===== src/rtl/sigmoid_arbiter_if.sv =====
// Request, sigmoid-unit and response bundle for sigmoid_arbiter.
// slave: arbiter side; master: neuron array plus activation unit side.
interface sigmoid_arbiter_if #(
  parameter int NUM_REQ = 4,
  parameter int DATA_W  = 17
);
  logic [NUM_REQ-1:0]        req_valid;
  logic [NUM_REQ*DATA_W-1:0] req_x;
  logic [NUM_REQ-1:0]        req_ready;
  logic [DATA_W-1:0]         sig_x;
  logic                      sig_x_valid;
  logic [DATA_W-1:0]         sig_y;
  logic [NUM_REQ-1:0]        rsp_valid;
  logic [DATA_W-1:0]         rsp_y;
  logic                      busy;

  modport slave (
    input  req_valid,
    input  req_x,
    input  sig_y,
    output req_ready,
    output sig_x,
    output sig_x_valid,
    output rsp_valid,
    output rsp_y,
    output busy
  );

  modport master (
    output req_valid,
    output req_x,
    output sig_y,
    input  req_ready,
    input  sig_x,
    input  sig_x_valid,
    input  rsp_valid,
    input  rsp_y,
    input  busy
  );
endinterface


===== src/rtl/sigmoid_arbiter.sv =====
// Round-robin share of one pipelined sigmoid unit among NUM_REQ
// requesters; results are routed back by a tag shift register.
module sigmoid_arbiter #(
  parameter int NUM_REQ = 4,
  parameter int DATA_W  = 17,
  parameter int LATENCY = 3
) (
  input  logic             clk,
  input  logic             rst,
  sigmoid_arbiter_if.slave bus
);
  localparam int IDW  = $clog2(NUM_REQ);
  localparam int LAST = LATENCY;

  logic [IDW-1:0]         rr_ptr_q, rr_ptr_d;
  logic [DATA_W-1:0]      sig_x_q, sig_x_d;
  logic                   sig_x_valid_q, sig_x_valid_d;
  logic [LAST:0]          tag_v_q, tag_v_d;
  logic [LAST:0][IDW-1:0] tag_id_q, tag_id_d;
  logic [NUM_REQ-1:0]     rsp_valid_q, rsp_valid_d;
  logic [DATA_W-1:0]      rsp_y_q, rsp_y_d;

  logic [DATA_W-1:0]  x_arr [NUM_REQ];
  logic [NUM_REQ-1:0] gnt;
  logic [IDW-1:0]     gnt_id;
  logic [IDW-1:0]     idx;
  logic               fire;
  int                 s;

  always_comb begin
    for (int i = 0; i < NUM_REQ; i++) begin
      x_arr[i] = bus.req_x[i*DATA_W +: DATA_W];
    end
  end

  // Scan from rr_ptr, wrapping; first pending requester wins.
  always_comb begin
    gnt    = '0;
    gnt_id = '0;
    fire   = 1'b0;
    idx    = '0;
    s      = 0;
    for (int k = 0; k < NUM_REQ; k++) begin
      s = int'(rr_ptr_q) + k;
      if (s >= NUM_REQ) s = s - NUM_REQ;
      idx = IDW'(s);
      if (!fire && !rst && bus.req_valid[idx]) begin
        fire     = 1'b1;
        gnt[idx] = 1'b1;
        gnt_id   = idx;
      end
    end
  end

  always_comb begin
    rr_ptr_d      = rr_ptr_q;
    sig_x_d       = sig_x_q;
    sig_x_valid_d = fire;
    if (fire) begin
      sig_x_d = x_arr[gnt_id];
      if (gnt_id == IDW'(NUM_REQ-1)) rr_ptr_d = '0;
      else                           rr_ptr_d = gnt_id + 1'b1;
    end
    tag_v_d     = {tag_v_q[LAST-1:0], fire};
    tag_id_d[0] = gnt_id;
    for (int i = 1; i <= LAST; i++) begin
      tag_id_d[i] = tag_id_q[i-1];
    end
    rsp_valid_d = '0;
    rsp_y_d     = rsp_y_q;
    if (tag_v_q[LAST]) begin
      rsp_valid_d[tag_id_q[LAST]] = 1'b1;
      rsp_y_d                     = bus.sig_y;
    end
  end

  always_ff @(posedge clk) begin
    if (rst) begin
      rr_ptr_q      <= '0;
      sig_x_q       <= '0;
      sig_x_valid_q <= 1'b0;
      tag_v_q       <= '0;
      tag_id_q      <= '0;
      rsp_valid_q   <= '0;
      rsp_y_q       <= '0;
    end else begin
      rr_ptr_q      <= rr_ptr_d;
      sig_x_q       <= sig_x_d;
      sig_x_valid_q <= sig_x_valid_d;
      tag_v_q       <= tag_v_d;
      tag_id_q      <= tag_id_d;
      rsp_valid_q   <= rsp_valid_d;
      rsp_y_q       <= rsp_y_d;
    end
  end

  assign bus.req_ready   = gnt;
  assign bus.sig_x       = sig_x_q;
  assign bus.sig_x_valid = sig_x_valid_q;
  assign bus.rsp_valid   = rsp_valid_q;
  assign bus.rsp_y       = rsp_y_q;
  assign bus.busy        = (|tag_v_q) | sig_x_valid_q;
endmodule


===== src/flat_wrapper.sv =====
// flat-port wrapper written by rule: the top's interface ports become plain ports
module sigmoid_arbiter_flat 
#(
  parameter int NUM_REQ = 4,
  parameter int DATA_W  = 17,
  parameter int LATENCY = 3
)
  (clk, rst, bus_req_valid, bus_req_x, bus_sig_y, bus_req_ready, bus_sig_x, bus_sig_x_valid, bus_rsp_valid, bus_rsp_y, bus_busy);
  sigmoid_arbiter_if #(.NUM_REQ(NUM_REQ), .DATA_W(DATA_W)) bus_i ();
  input  logic clk;
  input  logic rst;
  input wire logic [$bits(bus_i.req_valid)-1:0] bus_req_valid;
  input wire logic [$bits(bus_i.req_x)-1:0] bus_req_x;
  input wire logic [$bits(bus_i.sig_y)-1:0] bus_sig_y;
  output wire logic [$bits(bus_i.req_ready)-1:0] bus_req_ready;
  output wire logic [$bits(bus_i.sig_x)-1:0] bus_sig_x;
  output wire logic [$bits(bus_i.sig_x_valid)-1:0] bus_sig_x_valid;
  output wire logic [$bits(bus_i.rsp_valid)-1:0] bus_rsp_valid;
  output wire logic [$bits(bus_i.rsp_y)-1:0] bus_rsp_y;
  output wire logic [$bits(bus_i.busy)-1:0] bus_busy;
  assign bus_i.req_valid = bus_req_valid;
  assign bus_i.req_x = bus_req_x;
  assign bus_i.sig_y = bus_sig_y;
  assign bus_req_ready = bus_i.req_ready;
  assign bus_sig_x = bus_i.sig_x;
  assign bus_sig_x_valid = bus_i.sig_x_valid;
  assign bus_rsp_valid = bus_i.rsp_valid;
  assign bus_rsp_y = bus_i.rsp_y;
  assign bus_busy = bus_i.busy;
  sigmoid_arbiter #(.NUM_REQ(NUM_REQ), .DATA_W(DATA_W), .LATENCY(LATENCY)) u_core (.clk(clk), .rst(rst), .bus(bus_i));
endmodule

===== config.mk =====
export PLATFORM = sky130hd
export DESIGN_NAME = sigmoid_arbiter_flat
export DESIGN_NICKNAME = d
export VERILOG_FILES = /design/src/rtl/sigmoid_arbiter_if.sv /design/src/rtl/sigmoid_arbiter.sv /design/src/flat_wrapper.sv
export SDC_FILE = /design/constraint.sdc
export NUM_CORES = 1
export LEC_CHECK = 0
export ABC_AREA = 1
export CAP_MARGIN = 10
export CELL_PAD_IN_SITES_DETAIL_PLACEMENT = 1
export CELL_PAD_IN_SITES_GLOBAL_PLACEMENT = 1
export CORE_ASPECT_RATIO = 2
export CORE_MARGIN = 4
export CORE_UTILIZATION = 31
export CTS_BUF_LIST = sky130_fd_sc_hd__clkbuf_8
export CTS_CLUSTER_DIAMETER = 40
export CTS_CLUSTER_SIZE = 20
export DETAILED_ROUTE_END_ITERATION = 6
export PLACE_DENSITY_LB_ADDON = 0.05
export SLEW_MARGIN = 20
export SYNTH_ARGS = -nofsm -noshare
export SYNTH_HDL_FRONTEND = slang
export SYNTH_SLANG_ARGS = --single-unit

===== constraint.sdc =====
create_clock -name clk -period 3.2 [get_ports clk]
set_input_delay 0.48 -clock clk [delete_from_list [all_inputs] [get_ports clk]]
set_output_delay 0.48 -clock clk [all_outputs]
set_load 0.01 [all_outputs]

==> implementation parameters <==
Parameter                              Value

Status
  Outcome    complete, no violations

Critical path
  Crit path cell chain    inv_4, ha_2, inv_1, nand3_1, nand2_4, nand4_4, nor2_2, inv_1, o21ai_0, dlymetal6s2s_1
  Crit path launch type    flop
  Required time at the endpoint of the critical path    roughly 2.7 ns
  CP peak stage delay    around 0.42 ns
  Critical Path AT    2.28 ns
  Slowest stage cell, crit path    dfxtp_4
  Crit path max-delay family    simple AND/OR/NAND/NOR gates
  CP Max Fanout    9
  Bufs and invs on worst path    4
  Kind of end point of the critical path    primary output
  Cell type with the highest occurrence count on the critical path    inv_1
  Critical path start-end classification    reg -> out

Cells and area
  Area delta synth->final    50.1%
  Final Non-Filler Cells    741
  Post-route standard cell area excluding fillers    roughly 4600 µm²
  Commonest cells after routing, fill and taps aside    clkdlybuf4s50_1 (130), inv_1 (122), nand3_1 (90)
  Net count of the finished layout    702
  Most common cell after layout, fill and taps aside    clkdlybuf4s50_1
  Layout fillers    1297
  Fraction of layout instances using a drive strength above 1    between 7 and 8%

Timing
  Final clock period utilization by the worst path    between 80% and 90%
  Final setup viols    0
  Post-layout minimum cycle time    around 2.8 ns
  Unrepaired setup endpoints after global routing    no
  Maximum clock rate    0.362 GHz
  Final max-slew violation count    0
  Rel. slew slack    59.0%
  Worst-margin pin slew    0.614 ns
  Final-layout setup total negative slack    0 ns
  Slack of the critical path    0.439 ns
  Hold violation count in the final report    0
  Skew final    around 0.0039 ns

Routing
  Routed length per placed instance    13.4 µm
  Total vias in the final route    3393
  Initial DRT Pass Iterations    4
  Average via count per standard cell    4.58
  Number of violations reported at the end of detailed-routing iteration 0    80
  Antenna viol nets, final    0
  Remaining design rule violation count    0
  Metal3 WL    537 µm
  DR top layer    met4
  Wire length after detailed routing    9970 µm
  Sum of routed wire segments on met1    about 3500 µm
  WL met2    5640 µm

CTS
  Worst skew pair latency    between 0.3 and 0.4 ns
  Number of buffers inserted by post-CTS setup repair    0
  Clock transition time at the flip-flop clock pins of the worst setup and hold paths    0.10 ns
  Clock tree from TritonCTS    yes
  Clock sink total    52
  Largest buffer count on any clock path    2
  Cell at the root of the clock tree    clkbuf_8
  H-tree Lvls    2
  Total clock buffers created by CTS    5

Floorplanning
  Cell Rows    51
  Initial standard-cell utilization of the core    31.7%
  Top-level port count    135
  Core region area    between 9000 and 10000 µm²
  Horiz. Die Dim    78.4 µm
  Die span in y    around 150 µm
  Floorplan die area    11700 µm²

Synth
  Sequential cell area fraction in the yosys report    33.9%
  Post-Synthesis Net Count    577
  Synthesized area per cell    approximately 6.4 µm²
  Warning count from the yosys run    0
  Netlist cell types    32
  Synth Cell Area    3070 µm²
  Number of instances in the synthesized netlist    482
  Number of storage elements in the synthesis netlist    52

Min path
  Path category of the worst min-delay check    reg -> reg

Placed design
  Final weighted congestion in routability-driven placement    0.842
  Dpl cell area    4490 µm²
  Number of placed cells counting well taps    732
  Number of buffers added on ports    134
  Worst setup slack before clock tree synthesis    about 0.12 ns
  DP Wirelength    7850 µm

Pwr
  Worst IR drop on VDD    0.617 mV
  Static leakage    2.39 nW
  Ratio of total power to cell area    805 nW/µm²

Global route
  Overall overflow remaining after global route    0
  Total global-route track usage    17.5%
  Wire length of the first global-routing pass    16500 µm
  Via count of the first global-routing pass    3574
  Pin count of the biggest net entering global routing    37
  Antenna violations before repair    0

Flow run
  Number of max-cap violations    0
## worst register-to-register path: stages, from the launching register on
cell,delay (ns)
dfxtp_2,0.39
inv_2,0.10
ha_2,0.40
inv_1,0.09
nand3_1,0.14
nand2_4,0.10
nand4_2,0.13
nand3_2,0.26
nand2_4,0.44
nand2_1,0.12
nand3_1,0.10
nand3_1,0.11
nand2_1,0.09
inv_1,0.03
## worst paths after layout
kind | startpoint | end | slack [ns] | cells after the start
min | u_core.tag_id_d[2] | u_core.tag_id_d[4] | 0.41 | 2
max | u_core.rr_ptr_q[0] | bus_req_ready[1] | 0.44 | 10
min reg2reg | u_core.tag_id_d[2] | u_core.tag_id_d[4] | 0.41 | 2
max reg2reg | u_core.rr_ptr_q[1] | u_core.bus.sig_x[14] | 0.63 | 13
## report_power, final
| group | internal (W) | total, W | switching (W) |
|---|---|---|---|
| Sequential | 0.000826 | 0.000927 | 0.000101 |
| Combinational | 0.000912 | 0.00239 | 0.00148 |
| Clock | 0.000161 | 0.000398 | 0.000237 |
## metal layers
layer	vias up	GRT usage, %
li1	1716	-
met1	1556	16.5
met4	0	7.62
met2	103	35.0
met5	-	0
met3	18	3.87
## kinds of logic after synthesis
group	share of synthesized area, %
fa+ha+maj	1.63
buf+inv	20.4
flops	33.9
simple gates	34.9
compound gates	9.20
## state kept, by name (all words and copies together), names as in the netlist
| register | flops |
|---|---|
| u_core.bus.rsp_y | 17 |
| u_core.bus.sig_x | 17 |
| u_core.tag_id_d | 6 |
| u_core.bus.rsp_valid | 4 |
| u_core.tag_v_q | 4 |
| u_core.rr_ptr_q | 2 |
| u_core.tag_id_q | 2 |
## synthesized netlist by cell type, drive strengths merged
library cell	instances	area, µm²
clkinv	1	3.75
nand3	96	510
nand2	69	292
nand4	3	40.0
nor2	51	204
a21oi	5	28.8
o21ai	39	206
dfxtp	52	1040
nor3	5	25.0
buf	17	123
o32ai	1	8.76
a211oi	1	7.51
ha	4	50.1
o22ai	4	25.0
inv	127	479
a31oi	1	6.26
clkbuf	6	22.5
## what timing repair did
item,4_1_cts,5_1_grt
gates resized for setup,5,6
setup endpoints to repair,4,4
hold buffers,0,0
## final cells by class
| class | count | area, µm² | share of cell area, % |
|---|---|---|---|
| Antenna cell | 1 | 2.50 | 0.0542 |
| Clock buffer | 5 | 68.8 | 1.49 |
| Multi-Input combinational cell | 279 | 1420 | 30.7 |
| Sequential cell | 52 | 1050 | 22.7 |
| Tap cell | 132 | 165 | 3.58 |
| Timing Repair Buffer | 141 | 1400 | 30.4 |
| Clock inverter | 3 | 27.5 | 0.597 |
| Inverter | 128 | 483 | 10.5 |
## metrics by stage
stage / utilization [%] / hold slack, ns / total power, W
after floorplan: - / 0.388 / 0.00260
after global placement: 46.3 / 0.394 / 0.00328
after detailed placement: 46.3 / 0.399 / 0.00335
after CTS: 47.3 / 0.410 / 0.00378
after global routing: 47.5 / 0.423 / 0.00411
final: 47.6 / 0.406 / 0.00372
Power figures use the tool's default switching activity.
